`config.mk`:
```
export PLATFORM = sky130hd
export DESIGN_NAME = rs_issue_select
export DESIGN_NICKNAME = d
export VERILOG_FILES = /design/src/rtl/rs_issue_select.sv
export SDC_FILE = /design/constraint.sdc
export NUM_CORES = 1
export LEC_CHECK = 0
export CELL_PAD_IN_SITES_DETAIL_PLACEMENT = 0
export CELL_PAD_IN_SITES_GLOBAL_PLACEMENT = 1
export CORE_MARGIN = 2
export CORE_UTILIZATION = 42
export CTS_BUF_LIST = sky130_fd_sc_hd__clkbuf_8
export DETAILED_ROUTE_END_ITERATION = 7
export PLACE_DENSITY = 0.82
export SETUP_SLACK_MARGIN = 0.15
export SLEW_MARGIN = 20
export SYNTH_ARGS = -nofsm -noshare
export SYNTH_HDL_FRONTEND = slang
export SYNTH_SLANG_ARGS = --single-unit
```
`constraint.sdc`:
```
create_clock -name clk -period 4.7 [get_ports clk]
set_input_delay 0.94 -clock clk [delete_from_list [all_inputs] [get_ports clk]]
set_output_delay 0.94 -clock clk [all_outputs]
set_load 0.01 [all_outputs]
```
`src/rtl/rs_issue_select.sv`:
```
// rs_issue_select: per-FU round-robin issue select with registered issue slots and accept/free pulses
module rs_issue_select #(
  parameter int NUM_ROWS = 8,
  parameter int NUM_FUS = 4,
  parameter int BUSY_W = 4,
  localparam int IDXW = $clog2(NUM_ROWS),
  localparam int FUW = $clog2(NUM_FUS)
) (
  input  logic                         clk,
  input  logic                         rst,
  input  logic                         flush,
  input  logic [NUM_ROWS-1:0]          req_vec,
  input  logic [NUM_ROWS*FUW-1:0]      req_fu,
  input  logic [NUM_FUS*BUSY_W-1:0]    fu_occ,
  input  logic [NUM_FUS-1:0]           fu_ready,
  output logic [NUM_FUS-1:0]           issue_valid,
  output logic [NUM_FUS*IDXW-1:0]      issue_index,
  output logic [NUM_ROWS-1:0]          selected_mask,
  output logic                         clear_en,
  output logic [NUM_FUS*NUM_ROWS-1:0]  clear_lines,
  output logic [NUM_FUS-1:0]           free_valid,
  output logic [NUM_FUS*IDXW-1:0]      free_index
);
  logic [NUM_FUS-1:0] valid_q, valid_d, fv_q, fv_d, acc, sel_en, found;
  logic [NUM_FUS-1:0][IDXW-1:0] idx_q, idx_d, ptr_q, ptr_d, fi_q, fi_d, pick;
  logic [NUM_FUS-1:0][BUSY_W-1:0] busy_q, busy_d, occ;
  logic [NUM_FUS-1:0][NUM_ROWS-1:0] cand;
  logic [NUM_ROWS-1:0] mask_q, mask_d;
  logic [NUM_FUS*NUM_ROWS-1:0] clr_q, clr_d;
  logic clr_en_q;
  assign occ = fu_occ;
  assign acc = valid_q & fu_ready;
  always_comb begin
    cand = '0;
    found = '0;
    pick = '0;
    sel_en = '0;
    for (int f = 0; f < NUM_FUS; f++) begin
      sel_en[f] = busy_q[f] == '0 && (!valid_q[f] || (acc[f] && occ[f] == '0));
      for (int j = 0; j < NUM_ROWS; j++)
        cand[f][j] = req_vec[j] && req_fu[j*FUW +: FUW] == FUW'(f) && !mask_q[j];
      for (int o = NUM_ROWS - 1; o >= 0; o--)
        if (cand[f][IDXW'(ptr_q[f] + IDXW'(o))]) begin
          found[f] = 1'b1;
          pick[f] = IDXW'(ptr_q[f] + IDXW'(o));
        end
    end
  end
  always_comb begin
    valid_d = valid_q;
    idx_d = idx_q;
    mask_d = mask_q;
    ptr_d = ptr_q;
    fi_d = fi_q;
    clr_d = '0;
    fv_d = '0;
    busy_d = '0;
    for (int f = 0; f < NUM_FUS; f++) begin
      busy_d[f] = busy_q[f] != '0 ? busy_q[f] - BUSY_W'(1) : '0;
      if (acc[f]) begin
        valid_d[f] = 1'b0;
        busy_d[f] = occ[f];
        clr_d[f*NUM_ROWS + int'(idx_q[f])] = 1'b1;
        fv_d[f] = 1'b1;
        fi_d[f] = idx_q[f];
        mask_d[idx_q[f]] = 1'b0;
      end
    end
    for (int f = 0; f < NUM_FUS; f++)
      if (sel_en[f] && found[f]) begin
        valid_d[f] = 1'b1;
        idx_d[f] = pick[f];
        mask_d[pick[f]] = 1'b1;
        ptr_d[f] = IDXW'(pick[f] + IDXW'(1));
      end
  end
  always_ff @(posedge clk) begin
    if (rst) begin
      valid_q <= '0;
      idx_q <= '0;
      mask_q <= '0;
      busy_q <= '0;
      ptr_q <= '0;
      clr_q <= '0;
      fv_q <= '0;
      fi_q <= '0;
      clr_en_q <= 1'b0;
    end else if (flush) begin
      valid_q <= '0;
      mask_q <= '0;
      busy_q <= '0;
      ptr_q <= '0;
      clr_q <= '0;
      fv_q <= '0;
      clr_en_q <= 1'b0;
    end else begin
      valid_q <= valid_d;
      idx_q <= idx_d;
      mask_q <= mask_d;
      busy_q <= busy_d;
      ptr_q <= ptr_d;
      clr_q <= clr_d;
      fv_q <= fv_d;
      fi_q <= fi_d;
      clr_en_q <= |clr_d;
    end
  end
  assign issue_valid = valid_q;
  assign issue_index = idx_q;
  assign selected_mask = mask_q;
  assign clear_en = clr_en_q;
  assign clear_lines = clr_q;
  assign free_valid = fv_q;
  assign free_index = fi_q;
endmodule
```
==> flow_metrics.env <==
export IMPL_synth_enable_flop_cells=0
export IMPL_dpl_instance_area_um2=9180
export IMPL_routed_via_count=7812
export IMPL_grt_pass1_vias=7310
export IMPL_seq_area_frac_synth_pct=26.1
export IMPL_cp_arrival_ps=4400
export IMPL_fin_nets=1097
export IMPL_diodes=0
export IMPL_post_cts_buffers=0
export IMPL_syn_num_nets=994
export IMPL_synthFlopType="dfxtp_1"
export IMPL_critical_path_depth=12
export IMPL_cp_start_kind="input pin"
export IMPL_slowest_stage="clkdlybuf4s50_1"
export IMPL_cts_resized=0
export IMPL_via_per_inst=6.14
export IMPL_drv_slew=0
export IMPL_overflow=0
export IMPL_hold_path_class="register to register"
export IMPL_worst_pin_slew_ps=746
export IMPL_cp_num_buf_inv=2
export IMPL_cts_sinks=101
export IMPL_rsz0062_at_grt="false"
export IMPL_tns_ps=0
export IMPL_clkTransAtPathRegs_ps=100
export IMPL_wl_per_cell_um=19.2
export IMPL_synthMuxAreaShare_pct=14.0
export IMPL_fmax_ghz=0.245
export IMPL_synth_top_family_by_area="simple AND/OR/NAND/NOR gates"
export IMPL_clock_latency_ps=370
export IMPL_cts_hold_buf=0
export IMPL_timing_slew_headroom_pct=50.2
export IMPL_slowest_delay_ps=580
export IMPL_remaining_drc_errors=0
export IMPL_htree_levels=3
export IMPL_timing_hold_ws_ps=486
export IMPL_cp_end_kind="register"
export IMPL_ioPinCount=120
export IMPL_cp_required_ps=5020
export IMPL_synthXorXnorAreaFrac_pct=1.81
export IMPL_leakage_nw=3.24
export IMPL_async_flop_share_pct=0
export IMPL_worstHoldStart="free_index[10]"
export IMPL_syn2layout_area_growth_pct=21.4
export IMPL_synth_simple_area_share_pct=30.3
export IMPL_path_delay_family="simple AND/OR/NAND/NOR gates"
export IMPL_hold_depth=2
export IMPL_design_area_um2=9400
export IMPL_drive_above_1_share_pct=10.8
export IMPL_p_per_area_nw_per_um2=590
export IMPL_ys_types=86
export IMPL_holdPathEnd="free_index[10]"
export IMPL_core_area_um2=18000
export IMPL_avgSynthCellArea_um2=8.27
export IMPL_die_area_um2=19500
export IMPL_firstDrtPassIters=5
export IMPL_synth_fa_ha_area_share_pct=1.78
export IMPL_start_util_pct=42.9
export IMPL_grt_usage_pct=24.6
export IMPL_clockRootBuffer="clkbuf_8"
export IMPL_cp_max_fo=7
export IMPL_cts_made_buffers=9
export IMPL_synth_seq_cells=101
export IMPL_fin_crit_ps=4080
export IMPL_hpwlAfterDp_mm=18.5
export IMPL_die_h_um=140
export IMPL_setup_violations=0
export IMPL_vdd_drop_max_uv=267
export IMPL_finClkSkew_ps=14.5
export IMPL_place_gp_congestion=0.917
export IMPL_grt_pass1_wl_mm=39.3
export IMPL_row_count=49
export IMPL_path_cells="clkdlybuf4s50_1 > and4bb_1 > mux4_2 > mux2_2 > a211oi_1 > o311ai_0 > nor2_1 > inv_1 > ha_1 > o21ai_0 > or3b_1 > a21oi_1"
export IMPL_drt_initial_drc_count=633
export IMPL_wirelength_mm=24.5
export IMPL_syn_area_um2=7740
export IMPL_worstSetupPathType="input pin to register"
export IMPL_r2r_start="ptr_q[3]"
export IMPL_chipWidth_um=140
export IMPL_hold_viol_final=0
export IMPL_timing_rr_end="ptr_q[5]"
export IMPL_synth_warning_count=0
export IMPL_reg2reg_slack_ps=760
export IMPL_antenna_found_initial=0
export IMPL_max_cap_violations=0
export IMPL_antenna_left=0
export IMPL_outcome="completed"
export IMPL_io_buffers=119
export IMPL_timing_final_crit_share_pct=86.8
export IMPL_r2r_cells=13
export IMPL_cts_tree="done"
export IMPL_grt_max_degree=31
export IMPL_synth_compound_area_share_pct=22.3
export IMPL_ctsLongestPathBuffers=2
export IMPL_syn_inst=936
[layout make-up]
cell class / count / area, um^2
Timing Repair Buffer: 139 / 1340
Clock inverter: 7 / 96.3
Sequential cell: 101 / 2020
Multi-Input combinational cell: 764 / 5440
Clock buffer: 9 / 124
Inverter: 24 / 90.1
Fill cell: 1726 / 8620
Tap cell: 229 / 287
[tightest hold or removal path: stages (launching register included)]
cell and delay (ps):
dfxtp_1 320, o21ai_0 60, a21oi_1 60
[cells in the mapped netlist (5+ instances only)]
library cell | instances | area (um^2)
a211oi_1 | 16 | 120
a21oi_1 | 57 | 285
a221oi_1 | 11 | 96.3
a22o_1 | 9 | 78.8
a22oi_1 | 6 | 45.0
a311oi_1 | 5 | 43.8
a31oi_1 | 10 | 62.6
a41oi_1 | 8 | 70.1
and2_1 | 12 | 75.1
and3_1 | 8 | 50.1
and4b_1 | 8 | 80.1
and4bb_1 | 5 | 62.6
buf_1 | 7 | 26.3
buf_2 | 10 | 50.1
clkbuf_1 | 30 | 113
dfxtp_1 | 101 | 2020
ha_1 | 11 | 138
inv_1 | 16 | 60.1
inv_2 | 6 | 22.5
mux2_2 | 14 | 158
mux2i_1 | 26 | 260
mux4_2 | 29 | 653
nand2_1 | 77 | 289
nand2b_1 | 21 | 131
nand3_1 | 14 | 70.1
nand3b_1 | 9 | 67.6
nand4_1 | 5 | 31.3
nand4b_1 | 10 | 87.6
nand4bb_1 | 5 | 56.3
nor2_1 | 132 | 495
nor2b_1 | 12 | 75.1
nor3_1 | 44 | 220
nor4b_1 | 6 | 52.6
nor4bb_1 | 8 | 80.1
o211ai_1 | 11 | 82.6
o21ai_0 | 43 | 215
o22ai_1 | 8 | 50.1
o311ai_0 | 6 | 52.6
o31ai_1 | 5 | 37.5
or3_1 | 10 | 62.6
xor2_1 | 12 | 105
[metal layers]
| metal | up-vias | wire [um] | track usage [%] |
|---|---|---|---|
| met4 | 0 | 346 | 6.11 |
| met1 | 3732 | 11300 | 34.1 |
| li1 | 3798 | - | - |
| met3 | 25 | 1780 | 5.82 |
| met2 | 257 | 11100 | 38.7 |
| met5 | - | 0 | 0 |
[state kept, by name, summed over array words and instances (netlist names)]
| name | cells |
|---|---|
| busy_q | 16 |
| clear_en | 1 |
| clear_lines | 32 |
| free_index | 12 |
| free_valid | 4 |
| issue_index | 12 |
| issue_valid | 4 |
| ptr_q | 12 |
| selected_mask | 8 |
[per-stage QoR]
stage,setup slack (ps),power [mW],util [%],instances
after floorplan,1010,3.57,-,936
after global placement,316,4.90,50.9,1257
after detailed placement,282,4.90,50.9,1257
after CTS,665,5.53,52.2,1273
after global routing,352,6.00,52.2,1273
final,620,5.55,52.2,1273
[placed cells by master, fill, tap and decap left out, drive strengths merged, types with 6 or more instances in the layout]
| master | Yosys | routed |
|---|---|---|
| a32oi | 6 | 6 |
| and4b | 8 | 8 |
| clkdlybuf4s50 | 0 | 119 |
| a22o | 9 | 9 |
| nor3 | 44 | 44 |
| nor2 | 132 | 132 |
| o311ai | 7 | 7 |
| xor2 | 12 | 12 |
| mux4 | 29 | 29 |
| mux2 | 15 | 15 |
| nand3b | 9 | 9 |
| inv | 22 | 24 |
| nor2b | 12 | 12 |
| a211oi | 16 | 16 |
| nand2b | 21 | 21 |
| nand2 | 77 | 77 |
| nand3 | 14 | 14 |
| a21oi | 57 | 57 |
| and2 | 12 | 12 |
| o211ai | 13 | 13 |
| nor4bb | 8 | 8 |
| buf | 17 | 20 |
| o21ai | 45 | 45 |
| a41oi | 9 | 9 |
| nand4b | 10 | 10 |
| a22oi | 7 | 7 |
| ha | 11 | 11 |
| dfxtp | 101 | 101 |
| or3 | 10 | 10 |
| a31oi | 10 | 10 |
| clkbuf | 30 | 9 |
| o22ai | 8 | 8 |
| and4bb | 8 | 8 |
| and3 | 8 | 8 |
| mux2i | 26 | 26 |
| nor4b | 10 | 10 |
| a221oi | 11 | 11 |
[worst max path at each step]
stage / from / to / slack, ps
final: req_fu[7] / ptr_q[5] / 620
after global routing: req_fu[7] / ptr_q[5] / 350
after CTS: req_fu[7] / ptr_q[5] / 670
after detailed placement: req_fu[5] / ptr_q[5] / 280
after global placement: req_fu[11] / ptr_q[5] / 320
after floorplan: ptr_q[6] / ptr_q[8] / 1010
[cell families after synthesis]
| logic type | after synthesis |
|---|---|
| and+or+nand+nor | 424 |
| AOI/OAI and AO/OA | 243 |
| DFF | 101 |
| buffers and inverters | 71 |
| muxes | 70 |
| xor gates and xnor gates | 16 |
| adders and majority gates | 11 |
[power breakdown]
part / total (mW) / switching [mW] / leakage, nW / internal [mW]
combinational: 3.62 / 2.06 / 2.31 / 1.56
clock: 0.617 / 0.314 / 0.114 / 0.303
sequential: 1.31 / 0.323 / 0.818 / 0.984
total: 5.55 / 2.70 / 3.24 / 2.85
No activity file was read; power rests on OpenSTA's default activity.
